File: src/rtl/mem_access_stage.sv
// rtl/mem_access_stage.sv - ARM pipeline MEM stage: req/ack data-memory access, load alignment, one result per instruction
module mem_access_stage #(
  parameter int TIMEOUT_CYCLES = 64
) (
  input  logic        clk,
  input  logic        reset,
  input  logic        valid_in,
  input  logic        reg_write_enable_in,
  input  logic        mem_write_enable_in,
  input  logic        mem_read_enable_in,
  input  logic        mem_byte_in,
  input  logic        mem_signed_in,
  input  logic [31:0] alu_result_in,
  input  logic [31:0] store_data_in,
  input  logic [3:0]  rd_in,
  output logic        stall_out,
  output logic        mem_req,
  output logic        mem_we,
  output logic [31:0] mem_addr,
  output logic [31:0] mem_wdata,
  output logic [3:0]  mem_be,
  input  logic [31:0] mem_rdata,
  input  logic        mem_ack,
  output logic        wb_valid,
  output logic        reg_write_enable_out,
  output logic [3:0]  rd_out,
  output logic [31:0] wb_data_out,
  output logic        align_fault,
  output logic        bus_fault
);
  localparam int CW = (TIMEOUT_CYCLES > 2) ? $clog2(TIMEOUT_CYCLES) : 1;

  typedef enum logic {IDLE, ACCESS} state_t;

  state_t        state_q, state_d;
  logic [CW-1:0] cnt_q, cnt_d;
  logic          mem_req_q, mem_req_d, mem_we_q, mem_we_d;
  logic [31:0]   mem_addr_q, mem_addr_d, mem_wdata_q, mem_wdata_d;
  logic [3:0]    mem_be_q, mem_be_d;
  logic          wb_valid_q, wb_valid_d, reg_we_out_q, reg_we_out_d;
  logic [3:0]    rd_out_q, rd_out_d;
  logic [31:0]   wb_data_q, wb_data_d;
  logic          align_fault_q, align_fault_d, bus_fault_q, bus_fault_d;
  // Instruction held for the duration of an access
  logic          cap_load_q, cap_load_d, cap_byte_q, cap_byte_d;
  logic          cap_signed_q, cap_signed_d, cap_rwe_q, cap_rwe_d;
  logic [1:0]    cap_lane_q, cap_lane_d;
  logic [31:0]   cap_alu_q, cap_alu_d;
  logic [3:0]    cap_rd_q, cap_rd_d;

  logic [7:0]    load_byte;
  logic [31:0]   load_data;

  always_comb begin
    load_byte = 8'h00;
    case (cap_lane_q)
      2'd0: load_byte = mem_rdata[7:0];
      2'd1: load_byte = mem_rdata[15:8];
      2'd2: load_byte = mem_rdata[23:16];
      2'd3: load_byte = mem_rdata[31:24];
      default: load_byte = 8'h00;
    endcase
    if (!cap_byte_q)
      load_data = mem_rdata;
    else if (cap_signed_q)
      load_data = {{24{load_byte[7]}}, load_byte};
    else
      load_data = {24'h0, load_byte};
  end

  always_comb begin
    state_d       = state_q;
    cnt_d         = cnt_q;
    mem_req_d     = mem_req_q;
    mem_we_d      = mem_we_q;
    mem_addr_d    = mem_addr_q;
    mem_wdata_d   = mem_wdata_q;
    mem_be_d      = mem_be_q;
    wb_valid_d    = 1'b0;
    reg_we_out_d  = 1'b0;
    rd_out_d      = rd_out_q;
    wb_data_d     = wb_data_q;
    align_fault_d = 1'b0;
    bus_fault_d   = 1'b0;
    cap_load_d    = cap_load_q;
    cap_byte_d    = cap_byte_q;
    cap_signed_d  = cap_signed_q;
    cap_rwe_d     = cap_rwe_q;
    cap_lane_d    = cap_lane_q;
    cap_alu_d     = cap_alu_q;
    cap_rd_d      = cap_rd_q;

    case (state_q)
      IDLE: begin
        if (valid_in) begin
          if (!mem_read_enable_in && !mem_write_enable_in) begin
            wb_valid_d   = 1'b1;
            reg_we_out_d = reg_write_enable_in;
            rd_out_d     = rd_in;
            wb_data_d    = alu_result_in;
          end else if (!mem_byte_in && alu_result_in[1:0] != 2'b00) begin
            wb_valid_d    = 1'b1;
            align_fault_d = 1'b1;
            rd_out_d      = rd_in;
            wb_data_d     = alu_result_in;
          end else begin
            state_d      = ACCESS;
            cnt_d        = '0;
            mem_req_d    = 1'b1;
            mem_we_d     = mem_write_enable_in;
            mem_addr_d   = {alu_result_in[31:2], 2'b00};
            mem_be_d     = mem_byte_in ? (4'b0001 << alu_result_in[1:0]) : 4'hF;
            mem_wdata_d  = mem_byte_in ? {4{store_data_in[7:0]}} : store_data_in;
            cap_load_d   = !mem_write_enable_in;
            cap_byte_d   = mem_byte_in;
            cap_signed_d = mem_signed_in;
            cap_rwe_d    = reg_write_enable_in;
            cap_lane_d   = alu_result_in[1:0];
            cap_alu_d    = alu_result_in;
            cap_rd_d     = rd_in;
          end
        end
      end
      ACCESS: begin
        if (mem_ack) begin
          state_d      = IDLE;
          mem_req_d    = 1'b0;
          mem_we_d     = 1'b0;
          wb_valid_d   = 1'b1;
          reg_we_out_d = cap_rwe_q;
          rd_out_d     = cap_rd_q;
          wb_data_d    = cap_load_q ? load_data : cap_alu_q;
        end else if (cnt_q == CW'(TIMEOUT_CYCLES - 1)) begin
          state_d     = IDLE;
          mem_req_d   = 1'b0;
          mem_we_d    = 1'b0;
          wb_valid_d  = 1'b1;
          bus_fault_d = 1'b1;
          rd_out_d    = cap_rd_q;
          wb_data_d   = cap_alu_q;
        end else begin
          cnt_d = cnt_q + CW'(1);
        end
      end
      default: state_d = IDLE;
    endcase
  end

  always_ff @(posedge clk) begin
    if (reset) begin
      state_q       <= IDLE;
      cnt_q         <= '0;
      mem_req_q     <= 1'b0;
      mem_we_q      <= 1'b0;
      mem_addr_q    <= '0;
      mem_wdata_q   <= '0;
      mem_be_q      <= '0;
      wb_valid_q    <= 1'b0;
      reg_we_out_q  <= 1'b0;
      rd_out_q      <= '0;
      wb_data_q     <= '0;
      align_fault_q <= 1'b0;
      bus_fault_q   <= 1'b0;
      cap_load_q    <= 1'b0;
      cap_byte_q    <= 1'b0;
      cap_signed_q  <= 1'b0;
      cap_rwe_q     <= 1'b0;
      cap_lane_q    <= '0;
      cap_alu_q     <= '0;
      cap_rd_q      <= '0;
    end else begin
      state_q       <= state_d;
      cnt_q         <= cnt_d;
      mem_req_q     <= mem_req_d;
      mem_we_q      <= mem_we_d;
      mem_addr_q    <= mem_addr_d;
      mem_wdata_q   <= mem_wdata_d;
      mem_be_q      <= mem_be_d;
      wb_valid_q    <= wb_valid_d;
      reg_we_out_q  <= reg_we_out_d;
      rd_out_q      <= rd_out_d;
      wb_data_q     <= wb_data_d;
      align_fault_q <= align_fault_d;
      bus_fault_q   <= bus_fault_d;
      cap_load_q    <= cap_load_d;
      cap_byte_q    <= cap_byte_d;
      cap_signed_q  <= cap_signed_d;
      cap_rwe_q     <= cap_rwe_d;
      cap_lane_q    <= cap_lane_d;
      cap_alu_q     <= cap_alu_d;
      cap_rd_q      <= cap_rd_d;
    end
  end

  assign stall_out            = (state_q == ACCESS);
  assign mem_req              = mem_req_q;
  assign mem_we               = mem_we_q;
  assign mem_addr             = mem_addr_q;
  assign mem_wdata            = mem_wdata_q;
  assign mem_be               = mem_be_q;
  assign wb_valid             = wb_valid_q;
  assign reg_write_enable_out = reg_we_out_q;
  assign rd_out               = rd_out_q;
  assign wb_data_out          = wb_data_q;
  assign align_fault          = align_fault_q;
  assign bus_fault            = bus_fault_q;
endmodule

File: config.mk
export PLATFORM = sky130hd
export DESIGN_NAME = mem_access_stage
export DESIGN_NICKNAME = d
export VERILOG_FILES = /design/src/rtl/mem_access_stage.sv
export SDC_FILE = /design/constraint.sdc
export NUM_CORES = 1
export LEC_CHECK = 0
export CAP_MARGIN = 20
export CORE_MARGIN = 3
export CORE_UTILIZATION = 45
export DETAILED_ROUTE_END_ITERATION = 6
export GPL_ROUTABILITY_DRIVEN = 0
export PLACE_DENSITY = 0.87
export SYNTH_ARGS = -nofsm -noshare
export SYNTH_HDL_FRONTEND = slang
export SYNTH_SLANG_ARGS = --single-unit
export TNS_END_PERCENT = 30
File: constraint.sdc
create_clock -name clk -period 2.3 [get_ports clk]
set_clock_uncertainty 0.15 [all_clocks]
set_input_delay 0.345 -clock clk [delete_from_list [all_inputs] [get_ports clk]]
set_output_delay 0.345 -clock clk [all_outputs]
set_load 0.1 [all_outputs]
After elaboration in Yosys (flattened, before gate mapping)
Index checks and enable logic that the tools add are counted.
Widths: inputs -> output; s select.
- bits in registers: 157
- input bits: 109
- output and inout port bits: 111
- logic and storage cells: 100
- add/subtract/negate cells: 1
- mux-type cells: 50
- shift operators: 1
- reductions and logical operators: 13
- bitwise gates (word level): 4
- eq/ne operators: 11
- operator list (operator ; number):
    $mux 32 ; 9
    $pmux 32 s2 ; 1
    $pmux 8 s4 ; 1
    $mux 6 ; 5
    $mux 4 ; 6
    $mux 1 ; 21
    $pmux 6 s2 ; 1
    $ne 2x2->1 const B ; 5
    $pmux 1 s2 ; 5
    $pmux 4 s2 ; 1
    $reduce_and 4->1 ; 2
    $add 6x1->6 const B ; 1
    $eq 6x6->1 const B ; 1
    $reduce_and 5->1 ; 1
    $eq 2x2->1 const B ; 2
    $not 1->1 ; 4
    $reduce_or 4->1 ; 1
    $shl 1x2->4 const A ; 1
    $logic_not 1->1 ; 3
    $ne 3x2->1 const B ; 1
    $ne 3x3->1 const B ; 1
    $reduce_and 3->1 ; 1
    $reduce_or 3->1 ; 1
    $eq 2x1->1 const B ; 1
    3 further kinds ; 4

Longest topological paths before layout
- depth after elaboration: 7
- depth in mapped cells: 7
- depth with buffers taken out: 5

Worst setup path after synthesis
Ideal clock, no wire load.
- kind: flip-flop to flip-flop
- start: reg state_q, in the netlist stall_out
- end: reg cnt_q[0]
- setup slack: -0.036 ns
- cell stages (with the launch flop): 6
- setup time: 0.070 ns
- required time: 2.080 ns
- clock period less this slack: 2.336 ns
- buffers on the path: 1
- arrival: 2.115 ns
- cell sequence: dfxtp_1 buf_2 nor2b_1 o21ai_0 or2_2 a21oi_1
- cells in the longest elaborated chain, start to end: 3
- elaborated cells on any way between the ends: 8
- those cells by class: eq/ne: 5; mux: 1; bitwise: 1; reduce/logical: 1
- ends and longest elaborated chain (element ; RTL line ; source):
    from (decl) ; 35 ; state_t state_q, state_d;
    from (signal assigned) ; 172 ; state_q <= state_d;
    $not 1->1 (no source line) ; -- ;
    $ne 2x2->1 (no source line) ; -- ;
    $reduce_and 5->1 (no source line) ; -- ;
    to (signal assigned) ; 173 ; cnt_q <= cnt_d;
    to (decl) ; 36 ; logic [CW-1:0] cnt_q, cnt_d;
Parallel ways exist; a longest one is shown, timed or not.
A chain may end at the register's enable or synchronous reset.

Final worst setup path
- start: reg cnt_q[0]
- end: reg wb_data_q[13], in the netlist wb_data_out[13]
- cells in the longest elaborated chain, start to end: 3
- ends and longest elaborated chain (element ; RTL line ; source):
    $eq 6x6->1 ; 133 ; end else if (cnt_q == CW'(TIMEOUT_CYCLES - 1)) begin
    $ne 3x2->1 (no source line) ; -- ;
    $reduce_and 3->1 (no source line) ; -- ;
    to (signal assigned) ; 182 ; wb_data_q <= wb_data_d;
    to (decl) ; 42 ; logic [31:0] wb_data_q, wb_data_d;
Every way passes these cells.

==> summary.txt <==
Run status
  • Outcome: finished clean

Floorplanning
  • Die Y: 124.7 um
  • Die area: 15560 um^2
  • Ports: 220
  • Initial Util: 46.97%
  • Rows: 42
  • Core area: 13510 um^2
  • Die width: 124.7 um

STA
  • Tcrit/Tclk final: 85.48%
  • Hold Vio Cnt, Final: 0
  • TNS Setup: 0 ps
  • Slew headroom: 54.54%
  • Slew Viols, Final: 0
  • Hold_ws: 192.0 ps
  • RSZ-0062 raised after global routing: no
  • Worst Tran Pin Value: 680.0 ps
  • Fmax: 0.5086 GHz
  • Final worst path period need: 1966 ps
  • Setup-failing EPs final: 0

Synthesis
  • Top post-synthesis cells by area: dfxtp_1 39%, a21oi_1 8.8%, nand2_1 6.6%, mux2i_1 4.6%, and4b_1 3.9%
  • Synth Flop Type: dfxtp_1
  • Count leader, synth: dfxtp_1
  • Distinct cells, synth: 53
  • Post-Syn Area per Cell: 8.271 um^2
  • Flops & latches, synth: 125
  • Synth top cells by count: 125 x dfxtp_1, 112 x nand2_1, 111 x a21oi_1
  • Post-Synthesis Cell Area: 6344 um^2
  • Yosys warns: 0
  • Post-synth EDFFs: 0
  • Share of the yosys chip area belonging to registers: 39.45%
  • Synth top area share: 39.45%
  • Post-synth ARST share: 0%
  • Synthesized instance count: 767
  • Biggest area consumer among synthesized cells: dfxtp_1

Global routing
  • All-layer global routing usage: 26.44%
  • Number of global-route vias before repair: 6340
  • Grt ovf: 0
  • Initial antenna violation count: 0
  • Pin count of the biggest net entering global routing: 61
  • First-pass GRT wire length: 33.44 mm

Placed design
  • # port buffers: 217
  • Dpl hpwl: 14.93 mm
  • Placed cell area: 8210 um^2

Drt
  • TritonRoute pass-1 iters: 5
  • DR DRC count: 0
  • Antenna-violating nets left: 0
  • WL/cell: 19.26 um
  • Drt first-iter violations: 888
  • Post-DR vias/cell: 5.875
  • Routed via count: 6568
  • Final wirelength: 21.53 mm

Worst setup path
  • Cell chain of the critical path: ha_1 > nand2_1 > o21bai_4 > a32o_1 > a21oi_1
  • R2r startpoint: cnt_q[0]
  • Worst-case reg-to-reg path depth: 5
  • Max stage delay on crit path: 590 ps
  • Startpoint types: register
  • Required time worst endpoint: 2450 ps
  • Worst R2R End: wb_data_out[13]
  • Crit Path Max Fanout: 24
  • Critical Path End Type: register
  • CP startpoint: cnt_q[0]
  • Slowest CP cell: o21bai_4
  • Critical setup path kind: register to register
  • CP Data Arrival Time: 2120 ps
  • Worst R2R Setup Slack: 330 ps

Clock tree
  • CTS sink cnt: 125
  • Max clock buf depth: 2
  • Cts hold-fix bufs: 0
  • Cts bufs inserted: 17
  • Clock slew at reported path FFs: 60 ps
  • Postcts setup bufs: 0
  • Clock H-tree levels: 4
  • Root Driver: clkbuf_16
  • CTS-repair resized insts: 0
  • Clk Latency, worst-skew pair: 430 ps
  • TritonCTS clock tree: yes

Layout
  • Share of cells above drive strength 1: 20.81%
  • Area grow syn2layout: 39.13%
  • Diodes inserted: 0
  • Post-Layout Inst Area: 8826 um^2
  • Final nets: 1039

Power and ir drop
  • Peak VDD IR: 0.0005165 V
  • Total power: 7358 uW
  • Pwr Density: 833.7 nW/um^2
  • Lkg Pwr: 0.003522 uW

Worst hold path
  • WHS Endpoint: mem_wdata[6]
  • Worst Hold Class: primary input to register
  • Hold wc startpoint: reset
  • Hold path cells: 2

Flow run
  • Max Cap Viol: 0
==> flip-flops by register name (all words and copies together) (netlist names), 4 cells and up <==
signal	flops
cap_alu_q	31
cap_rd_q	4
mem_be	4
rd_out	4
mem_wdata	32
cnt_q	6
wb_data_out	32
==> critical path: cells and delay by family, from the launching register on <==
kind | cells | cell delay, ps
adder cells (fa/ha/maj) | 1 | 210
AND/OR/NAND/NOR | 1 | 180
AO/OA/AOI/OAI | 3 | 940
flip-flops | 1 | 370
==> placed cells by master (no fill, tap or decap), types with 5 or more instances in the layout <==
| master | n |
|---|---|
| buf_12 | 5 |
| a21oi_1 | 111 |
| o311a_1 | 6 |
| nor3_1 | 9 |
| clkbuf_16 | 17 |
| a211oi_1 | 26 |
| buf_4 | 135 |
| nor2_1 | 57 |
| o21ai_0 | 27 |
| mux2i_1 | 29 |
| a32o_1 | 24 |
| nand2_1 | 112 |
| dfxtp_1 | 124 |
| and4b_1 | 25 |
| inv_1 | 5 |
| nand3_1 | 7 |
| clkdlybuf4s50_1 | 106 |
| clkinvlp_4 | 5 |
| o32ai_1 | 14 |
| mux2_2 | 7 |
| o31ai_1 | 24 |
==> report_power, final <==
group	switching [uW]	internal, uW	leakage [uW]
clock network	1060	1730	0.000284
registers	123	2320	0.00103
logic	1530	597	0.00221
total	2710	4640	0.00352
==> metal layers <==
layer / wire [um] / up-vias / track usage (%)
met1: 8279 / 2998 / 32.12
li1: - / 3084 / -
met2: 10050 / 427 / 42.78
met4: 750 / 0 / 11.09
met5: 0 / - / 0
met3: 2452 / 59 / 8.962
==> cells by family (layout without fill, tap and decap cells) <==
logic type / after synthesis / in the layout / share of synthesized area (%)
xor gates and xnor gates: 3 / 3 / 0.4143
buffers and inverters: 111 / 285 / 9.310
other: 1 / 2 / 0.05911
DFF: 125 / 125 / 39.45
muxes: 37 / 37 / 6.174
AOI/OAI and AO/OA: 257 / 257 / 26.84
adders and majority gates: 1 / 1 / 0.1972
and+or+nand+nor: 232 / 232 / 17.55
==> through the flow <==
step / util [%] / instances / setup slack (ps)
6_report: 65.35 / 1118 / 333.9
5_1_grt: 65.35 / 1118 / 228.4
4_1_cts: 65.30 / 1118 / 62.35
3_5_place_dp: 60.79 / 1086 / 24.39
3_3_place_gp: 60.79 / 1086 / 93.24
2_1_floorplan: - / 768 / 325.7
==> area by class of cell <==
class / count / area [um^2]
flip-flops and latches: 125 / 2504
clock buffers: 18 / 439.2
multi-input cells: 532 / 3292
inverters: 6 / 22.52
well taps: 176 / 220.2
clock inverters: 14 / 168.9
repair buffers: 247 / 2180
fillers: 1086 / 4679
==> worst max-delay path by stage <==
stage,to,slack (ps)
2_1_floorplan,cnt_q[0],330
3_3_place_gp,wb_data_out[5],90
3_5_place_dp,wb_data_out[13],20
4_1_cts,wb_data_out[13],60
5_1_grt,wb_data_out[4],230
6_report,wb_data_out[13],330
No activity file was read; power rests on OpenSTA's default activity.
